===== src/rtl/systolic_pkg.sv =====
// -----------------------------------------------------------------------------
// systolic_pkg
// Shared defaults and FSM state encoding for the systolic array input feeder.
//   DEF_DATA_W     : width of one MAC lane operand
//   DEF_N_MAC      : number of MAC columns (lanes)
//   DEF_FIFO_DEPTH : input vector buffer depth (power of two, >= 2)
//   feeder_state_t : IDLE / RUN / DRAIN
// -----------------------------------------------------------------------------
package systolic_pkg;

  localparam int DEF_DATA_W     = 8;
  localparam int DEF_N_MAC      = 4;
  localparam int DEF_FIFO_DEPTH = 4;

  typedef enum logic [1:0] {
    ST_IDLE  = 2'd0,
    ST_RUN   = 2'd1,
    ST_DRAIN = 2'd2
  } feeder_state_t;

endpackage


===== src/rtl/sync_fifo.sv =====
// -----------------------------------------------------------------------------
// sync_fifo
// Synchronous FIFO with registered occupancy count. Data written on an edge
// only becomes visible on rd_data after that edge (no fall-through).
// Ports:
//   clk, rst        : clock, synchronous active-high reset
//   push, wr_data   : write request and data (ignored when full)
//   pop             : read request (ignored when empty), rd_data is head entry
//   count           : number of stored entries
//   full, empty     : occupancy flags derived from count
// -----------------------------------------------------------------------------
module sync_fifo #(
  parameter int WIDTH = 8,
  parameter int DEPTH = 4
) (
  input  logic                     clk,
  input  logic                     rst,
  input  logic                     push,
  input  logic [WIDTH-1:0]         wr_data,
  input  logic                     pop,
  output logic [WIDTH-1:0]         rd_data,
  output logic [$clog2(DEPTH):0]   count,
  output logic                     full,
  output logic                     empty
);

  localparam int AW = $clog2(DEPTH);
  localparam int CW = AW + 1;

  logic [WIDTH-1:0] mem [DEPTH];
  logic [AW-1:0]    wr_ptr;
  logic [AW-1:0]    rd_ptr;
  logic             do_push;
  logic             do_pop;

  assign full    = (count == CW'(DEPTH));
  assign empty   = (count == '0);
  assign do_push = push && !full;
  assign do_pop  = pop && !empty;
  assign rd_data = mem[rd_ptr];

  // Pointers are AW bits wide, so they wrap modulo DEPTH for free.
  always_ff @(posedge clk) begin
    if (rst) begin
      wr_ptr <= '0;
      rd_ptr <= '0;
      count  <= '0;
    end else begin
      if (do_push) wr_ptr <= wr_ptr + AW'(1);
      if (do_pop)  rd_ptr <= rd_ptr + AW'(1);
      case ({do_push, do_pop})
        2'b10:   count <= count + CW'(1);
        2'b01:   count <= count - CW'(1);
        default: count <= count;
      endcase
    end
  end

  always_ff @(posedge clk) begin
    if (do_push) mem[wr_ptr] <= wr_data;
  end

endmodule


===== src/rtl/systolic_input_feeder.sv =====
// -----------------------------------------------------------------------------
// systolic_input_feeder
// Buffers operand vectors, issues one per cycle while not held, and skews lane
// k by k cycles so it lines up with the valid pipeline of MAC column k.
//
//   state    | meaning
//   ---------+--------------------------------------------------------------
//   ST_IDLE  | nothing buffered or in flight
//   ST_RUN   | vectors buffered and/or being issued
//   ST_DRAIN | buffer empty, waiting for the last vector to reach MAC N_MAC-1
//
// Ports:
//   clk, rst            : clock, synchronous active-high reset
//   in_valid/in_ready   : upstream vector handshake, in_data carries N_MAC lanes
//   hold                : downstream stall, blocks issue only
//   start               : one-cycle pulse per issued vector
//   mac_din             : skewed operands, lane k to MAC k
//   busy, done          : activity flag and end-of-drain pulse
//   fifo_level          : buffered vector count
// -----------------------------------------------------------------------------
module systolic_input_feeder
  import systolic_pkg::*;
#(
  parameter int DATA_W     = DEF_DATA_W,
  parameter int N_MAC      = DEF_N_MAC,
  parameter int FIFO_DEPTH = DEF_FIFO_DEPTH
) (
  input  logic                          clk,
  input  logic                          rst,
  input  logic                          in_valid,
  output logic                          in_ready,
  input  logic [N_MAC*DATA_W-1:0]       in_data,
  input  logic                          hold,
  output logic                          start,
  output logic [N_MAC*DATA_W-1:0]       mac_din,
  output logic                          busy,
  output logic                          done,
  output logic [$clog2(FIFO_DEPTH):0]   fifo_level
);

  localparam int VW    = N_MAC * DATA_W;
  localparam int CNT_W = $clog2(N_MAC + 1);

  feeder_state_t    state;
  logic             push;
  logic             pop;
  logic [VW-1:0]    fifo_rd;
  logic             fifo_full;
  logic             fifo_empty;
  logic [VW-1:0]    iss_data;
  logic [CNT_W-1:0] drain_cnt;
  // vld[i] is start delayed by i+1 cycles; it qualifies lane i+1's capture.
  logic [N_MAC-2:0] vld;

  assign in_ready = !fifo_full && !rst;
  assign push     = in_valid && in_ready;
  assign pop      = !fifo_empty && !hold;
  assign busy     = (state != ST_IDLE);

  sync_fifo #(
    .WIDTH (VW),
    .DEPTH (FIFO_DEPTH)
  ) u_fifo (
    .clk     (clk),
    .rst     (rst),
    .push    (push),
    .wr_data (in_data),
    .pop     (pop),
    .rd_data (fifo_rd),
    .count   (fifo_level),
    .full    (fifo_full),
    .empty   (fifo_empty)
  );

  always_ff @(posedge clk) begin
    if (rst) begin
      state     <= ST_IDLE;
      start     <= 1'b0;
      iss_data  <= '0;
      drain_cnt <= '0;
      done      <= 1'b0;
    end else begin
      start <= pop;
      done  <= 1'b0;
      if (pop) iss_data <= fifo_rd;

      if (pop)                   drain_cnt <= CNT_W'(N_MAC);
      else if (drain_cnt != '0)  drain_cnt <= drain_cnt - CNT_W'(1);

      case (state)
        ST_IDLE:  if (push) state <= ST_RUN;
        ST_RUN:   if (fifo_empty && !push) state <= ST_DRAIN;
        ST_DRAIN: begin
          // A new push cancels the drain; done stays in DRAIN for its pulse
          // cycle so busy covers it, then the FSM drops to IDLE.
          if (push)                 state <= ST_RUN;
          else if (done)            state <= ST_IDLE;
          else if (drain_cnt == '0) done  <= 1'b1;
        end
        default:  state <= ST_IDLE;
      endcase
    end
  end

  always_ff @(posedge clk) begin
    if (rst) begin
      vld <= '0;
    end else begin
      vld[0] <= start;
      for (int i = 1; i < N_MAC - 1; i++) vld[i] <= vld[i-1];
    end
  end

  // Lane k carries a k-deep delay line behind the issue register; the output
  // register only loads when a valid vector arrives so it holds between vectors.
  for (genvar k = 0; k < N_MAC; k++) begin : g_lane
    logic [DATA_W-1:0] lane_q;

    if (k == 0) begin : g_first
      always_ff @(posedge clk) begin
        if (rst)        lane_q <= '0;
        else if (start) lane_q <= iss_data[0 +: DATA_W];
      end
    end else begin : g_skew
      logic [DATA_W-1:0] pipe [k];
      always_ff @(posedge clk) begin
        if (rst) begin
          for (int i = 0; i < k; i++) pipe[i] <= '0;
          lane_q <= '0;
        end else begin
          pipe[0] <= iss_data[k*DATA_W +: DATA_W];
          for (int i = 1; i < k; i++) pipe[i] <= pipe[i-1];
          if (vld[k-1]) lane_q <= pipe[k-1];
        end
      end
    end

    assign mac_din[k*DATA_W +: DATA_W] = lane_q;
  end

endmodule


===== config.mk =====
export PLATFORM = sky130hd
export DESIGN_NAME = systolic_input_feeder
export DESIGN_NICKNAME = d
export VERILOG_FILES = /design/src/rtl/systolic_pkg.sv /design/src/rtl/sync_fifo.sv /design/src/rtl/systolic_input_feeder.sv
export SDC_FILE = /design/constraint.sdc
export NUM_CORES = 1
export LEC_CHECK = 0
export ABC_CLOCK_PERIOD_IN_PS = 4550
export CAP_MARGIN = 20
export CELL_PAD_IN_SITES_DETAIL_PLACEMENT = 0
export CELL_PAD_IN_SITES_GLOBAL_PLACEMENT = 1
export CORE_MARGIN = 4
export CORE_UTILIZATION = 28
export DETAILED_ROUTE_END_ITERATION = 10
export PLACE_DENSITY = 0.61
export SYNTH_ARGS = -nofsm -noshare
export SYNTH_HDL_FRONTEND = slang
export SYNTH_SLANG_ARGS = --single-unit

===== constraint.sdc =====
create_clock -name clk -period 4.55 [get_ports clk]
set_clock_uncertainty 0.1 [all_clocks]
set_input_delay 0.455 -clock clk [delete_from_list [all_inputs] [get_ports clk]]
set_output_delay 0.455 -clock clk [all_outputs]
set_load 0.02 [all_outputs]

---- Word level (Yosys, flattened, before mapping) ----
Memory sizes are Yosys's and may differ from the RTL's. A register that Yosys moved wholly into a read port is not among the register bits.
Index checks and enable logic that the tools add are counted.
W data, S select, Z words.
word-level totals
  register bits after elaboration ......... 25
  memories ................................ 4
  bits in writable memories ............... 176
  output and inout port bits .............. 39
memory list
  name                   depth  width  rd ports  clocked after Yosys merged registers in  write ports  RTL line                      source
  u_fifo.mem             4      32     1         1                                        1            sync_fifo.sv:30               logic [WIDTH-1:0] mem [DEPTH];
  g_lane[3].g_skew.pipe  3      8      3         1                                        3            systolic_input_feeder.sv:125  logic [DATA_W-1:0] pipe [k];
  g_lane[2].g_skew.pipe  2      8      2         1                                        2            systolic_input_feeder.sv:125
  g_lane[1].g_skew.pipe  1      8      1         1                                        1            systolic_input_feeder.sv:125
cells by class
  bitwise logic cells ..................... 6
  reductions and logical operators ........ 22
  mux-type cells .......................... 21
  equality and inequality tests ........... 8
  $add $sub $neg .......................... 5
operators with widths
  operator               count
  $mux W8                6
  $mux W2                4
  $reduce_or A8 Y1       1
  $mux W1                7
  $logic_and A1 B1 Y1    6
  $logic_not A3 Y1       2
  $mux W3                2
  $pmux W2 S3            1
  $pmux W3 S2            1
  $reduce_bool A2 Y1     3
  $sub A3 B1 Y3 const B  2
  $logic_not A1 Y1       5
  $or A1 B1 Y1           5
  $add A2 B1 Y2 const B  2
  $eq A2 B1 Y1 const B   2
  $eq A2 B2 Y1 const B   2
  $ne A2 B2 Y1 const B   2
  $reduce_or A4 Y1       1
  $add A3 B1 Y3 const B  1
  $eq A3 B3 Y1 const B   1
  $ne A3 B3 Y1 const B   1
  $reduce_and A3 Y1      1
  $reduce_bool A3 Y1     1
  $logic_not A2 Y1       1
  2 further kinds        2

---- Depth between registers and ports, before layout ----
  word-level depth ........................ 8
  depth in mapped cells ................... 11
  gate-level depth less buffers ........... 9

---- Hierarchy ----
From an unflattened synthesis, not the netlist that was laid out.
unflattened totals
  cells, all modules ...................... 605
  area total of the unflattened synthesis .. 9275.1 µm²
modules (own cells, without submodules)
  module                 cells each  times used  area an instance (µm²)  seq. area each (µm²)
  sync_fifo              221         1           5146.2                  4023.9
  systolic_input_feeder  384         1           4129.0                  2442.3

---- Least setup slack after synthesis ----
Ideal clock, no wire load.
  kind .................................... reg2reg
  from .................................... register u_fifo.count[2]
  to ...................................... register u_fifo.count[2]
  required time ........................... 4.380 ns
  cell stages (with the launch flop) ...... 11
  period minus slack after synthesis ...... 2.671 ns
  arrival time ............................ 2.501 ns
  setup slack ............................. 1.879 ns
  setup time .............................. 0.070 ns
  cell sequence ........................... dfxtp_1 > or3b_1 > and3_1 > buf_6 > inv_4 > ha_1 > inv_1 > fa_1 > xor2_1 > or3_2 > a21oi_1
between the ends
  longest elaborated chain between the ends .. 7
  elaborated cells between the ends (all ways) .. 15
  those cells by class .................... 2 x add/sub; 3 x eq/ne; 1 x mux; 9 x reduce/logical
RTL lines
  element                                            RTL line                                      source
  start: declaration                                 sync_fifo.sv:22                               output logic [$clog2(DEPTH):0] count,
  start signal: assignment                           sync_fifo.sv:52                               2'b10: count <= count + CW'(1);
  start signal: assignment                           sync_fifo.sv:53                               2'b01: count <= count - CW'(1);
  start signal: assignment                           sync_fifo.sv:54                               default: count <= count;
  $eq A3 B3 Y1                                       sync_fifo.sv:36                               assign full = (count == CW'(DEPTH));
  $logic_not A1 Y1                                   sync_fifo.sv:38, systolic_input_feeder.sv:55
  $logic_and A1 B1 Y1                                systolic_input_feeder.sv:55                   assign in_ready = !fifo_full && !rst;
  $logic_and A1 B1 Y1                                systolic_input_feeder.sv:56                   assign push = in_valid && in_ready;
  $logic_and A1 B1 Y1                                sync_fifo.sv:38                               assign do_push = push && !full;
  $eq A2 B1 Y1 or $eq A2 B2 Y1 (tied branches)       sync_fifo.sv:51                               case ({do_push, do_pop})
  $pmux W3 S2 or $reduce_bool A2 Y1 (tied branches)  n/a
Parallel ways exist; a longest one is shown, timed or not.
A chain may end at the register's enable or synchronous reset.

---- Final worst setup path ----
Ends and elaborated chain as after synthesis.

==> results by group <==
Place
  – GP Congestion: 0.717
  – # port buffers: 74
  – Final HPWL DP: between 10000 and 15000 um

Pwr
  – Switch Pwr: around 1.3 mW
  – Combinational share of power: around an eighth
  – Max VDD drop: 0.000241 V
  – Pwr/cell area: roughly 530 nW/um2
  – Clk pwr share: 38.2%
  – Sw Share: approximately a quarter
  – Flop pwr share: 48.8%
  – Final total power: 5.75 mW
  – Pleak: 3.64 nW
  – Int Pwr: around 4.4 mW

Synth
  – Post-synthesis xor/xnor area fraction: 0.297%
  – Synth top area cells: edfxtp_1, dfxtp_1, mux4_2
  – Synth Net Count: about 580
  – Post-synth top area cell: edfxtp_1
  – Compound-Gate Fraction of Synth Area: around 4.4%
  – EDFF count, synth: 128
  – Yosys Warn Count: 0
  – Yosys top cell area share: 43.4%
  – Synth Area in Simple Gates: 7.07%
  – Yosys cell types: 43
  – Async SR Flop Fraction: 0%
  – Syn Std Cell Area: 8850 um2
  – Mux share of post-synthesis cell area: approximately an eighth
  – Sequential share of the synthesized area: just over 70%
  – Largest family of logic cells by synthesized area: multiplexers
  – Post-synth top cells: dfxtp_1, edfxtp_1, nor2b_1
  – Synth Area in Adders: 1.22%
  – Syn Inst Count: 531
  – Synth Flop Type: dfxtp_1
  – Most numerous cell in the Yosys netlist: dfxtp_1
  – Synth Area per Inst: about 17 um2
  – Yosys reg bits: roughly 260

Timing
  – Final setup viols: 0
  – Fmax: between 0.3 and 0.4 GHz
  – Final worst path period need: between 2 and 3 ns
  – Slew headroom: between 30% and 40%
  – Fin Hold WS: ~0.15 ns
  – RSZ-0062 raised after global routing: false
  – Final Hold Vio Count: 0
  – Slew of the pin with the lowest slew margin: ~1.0 ns
  – Slew Limit Fails: 0
  – Fin crit share: 60.8%
  – Sum of negative setup slack: 0 ns

Clocking
  – CTS root buf: clkbuf_16
  – CTS Hold Bufs: 0
  – Clock slew at reported path FFs: ~0.060 ns
  – Clock buffer depth: 3
  – Post-CTS setup buffer count: 0
  – Num CTS Buffers: 27
  – # H-tree levels: 1
  – Post_cts resized: 0
  – Clock sink total: ~260
  – Clock Latency Late Sink: approximately 0.52 ns
  – CTS tree: built

Finish
  – Nets: 652
  – Register area: approximately 6400 um2
  – Multi-input gate area: 2220 um2
  – Share of cells above drive strength 1: between 10% and 20%
  – Area growth syn-to-layout: 23.0%
  – Filler cells: just under 3000

Critical path
  – Reg2Reg Depth: 9
  – CP Capture Type: flop
  – Worst path cell trace: or3b_1 -> and3_1 -> inv_4 -> ha_1 -> inv_1 -> fa_1 -> xor2_1 -> or3_2 -> a21oi_1
  – Worst path slowest cell: or3_2
  – CP max stage delay: ~0.4 ns
  – CP arrival: 3.11 ns
  – Crit path depth: 9
  – WP buf/inv: 2
  – Element type at the critical path start: flop
  – Max FO, Critical Path: 8
  – Worst EP required: ~4.9 ns
  – Worst path top cell family by delay: simple AND/OR/NAND/NOR gates
  – Crit Path Class: flop to flop

Routing
  – Final ANT Viol Nets: 0
  – Drc violations: 0
  – Aggregate routed wire length: about 16000 um
  – First drt pass iteration count: 4
  – Via density: about 4.3
  – WL/cell: 16.0 um
  – DR vias: ~4400
  – Iteration-0 DRC Markers: 185

Run
  – Max cap viols: 0

Floorplanning
  – Core Area: 30900 um2
  – Initial core utilization: 28.6%
  – Die W: roughly 190 um
  – Die Span Y: ~190 um
  – # rows: 64
  – Ports: 75
  – Die footprint: ~35000 um2

GRT
  – Initial antenna violation count: 6
  – Tot GR Track Use: under 10%
  – Gr ovfl total: 0
  – Maximum number of pins on one net before global-route repair: 98
  – First-pass GRT wire length: ~26000 um
  – Vias in the first global route: 4651

Hold path
  – Hold Path Depth: 3
  – HP Class: input port to flop

Run status
  – Outcome: completed
final cells by class:
class | count | share of cell area, %
inverters | 11 | 0.402
flip-flops and latches | 257 | 59.0
clock inverters | 15 | 1.56
repair buffers | 78 | 7.24
well taps | 396 | 4.55
multi-input cells | 233 | 20.4
clock buffers | 34 | 6.72
diodes | 4 | 0.0919
cell families (layout without fill, tap and decap cells):
logic type | Yosys count | after routing
adders and majority gates | 8 | 8
buffers and inverters | 41 | 138
AOI/OAI and AO/OA | 46 | 46
DFF | 257 | 257
and+or+nand+nor | 110 | 110
xor gates and xnor gates | 3 | 3
other | 0 | 4
muxes | 66 | 66
placed cells by master (no fill, tap or decap), types with 2 or more instances in the layout:
cell	instances
a211oi_1	2
a21oi_1	3
a22o_1	32
and2_2	5
buf_4	4
bufinv_16	4
clkbuf_1	4
clkbuf_16	27
clkbuf_8	3
clkdlybuf4s50_1	73
clkinv_1	7
clkinv_2	3
dfxtp_1	127
dfxtp_2	2
diode_2	4
edfxtp_1	128
ha_1	7
inv_1	10
mux2i_1	32
mux4_2	32
nor2_1	40
nor2b_1	51
o21ai_0	2
xor2_1	2
sequential cells by signal, summed over array words and instances, names as in the netlist:
register	count
done	1
drain_cnt	3
g_lane.g_skew.pipe	48
g_lane.lane_q	32
iss_data	32
start	1
state	2
u_fifo.count	3
u_fifo.mem	128
u_fifo.rd_ptr	2
u_fifo.wr_ptr	2
vld	3
per-stage QoR:
stage / cells / instance area [um2] / util (%) / setup slack (ns)
final: 1028 / 10900 / 35.2 / 1.78
after global placement: 974 / 9950 / 32.2 / 1.72
after CTS: 1023 / 10900 / 35.1 / 1.77
after floorplan: 531 / 8850 / - / 1.88
after global routing: 1028 / 10900 / 35.2 / 1.64
after detailed placement: 974 / 9950 / 32.2 / 1.61
power by group through the flow:
stage               logic [mW]  registers, mW  clock network (mW)
floorplan                0.628           2.77                   0
global placement         0.740           2.85                   0
detailed placement       0.758           2.87                   0
CTS                      0.760           2.82                2.27
global route             0.818           2.85                2.37
finish                   0.745           2.81                2.20
layer usage:
| layer | track usage, % | wire length (um) | up-vias |
|---|---|---|---|
| met2 | 15.9 | 7870 | 96 |
| met4 | 3.82 | 571 | 4 |
| met3 | 2.29 | 854 | 39 |
| met1 | 11.9 | 7120 | 2144 |
| met5 | 0 | 21 | - |
| li1 | - | - | 2113 |
tightest hold or removal path: cells and delay by family:
kind	cells	cell delay (ns)
buffers and inverters	2	0.17
AOI/OAI and AO/OA	1	0.09
final timing paths:
| kind | start | endpoint | slack (ns) |
|---|---|---|---|
| setup / recovery | u_fifo.count[2]$_SDFFE_PP0P_ | u_fifo.count[2]$_SDFFE_PP0P_ | 1.78 |
| hold / removal | rst | drain_cnt[2]$_SDFFE_PP0P_ | 0.15 |
| setup reg to reg | u_fifo.count[2]$_SDFFE_PP0P_ | u_fifo.count[2]$_SDFFE_PP0P_ | 1.78 |
| hold reg to reg | g_lane[2].g_skew.pipe[0][2]$_SDFF_PP0_ | g_lane[2].g_skew.pipe[1][2]$_SDFF_PP0_ | 0.33 |
(Power assumes the default switching activity.)
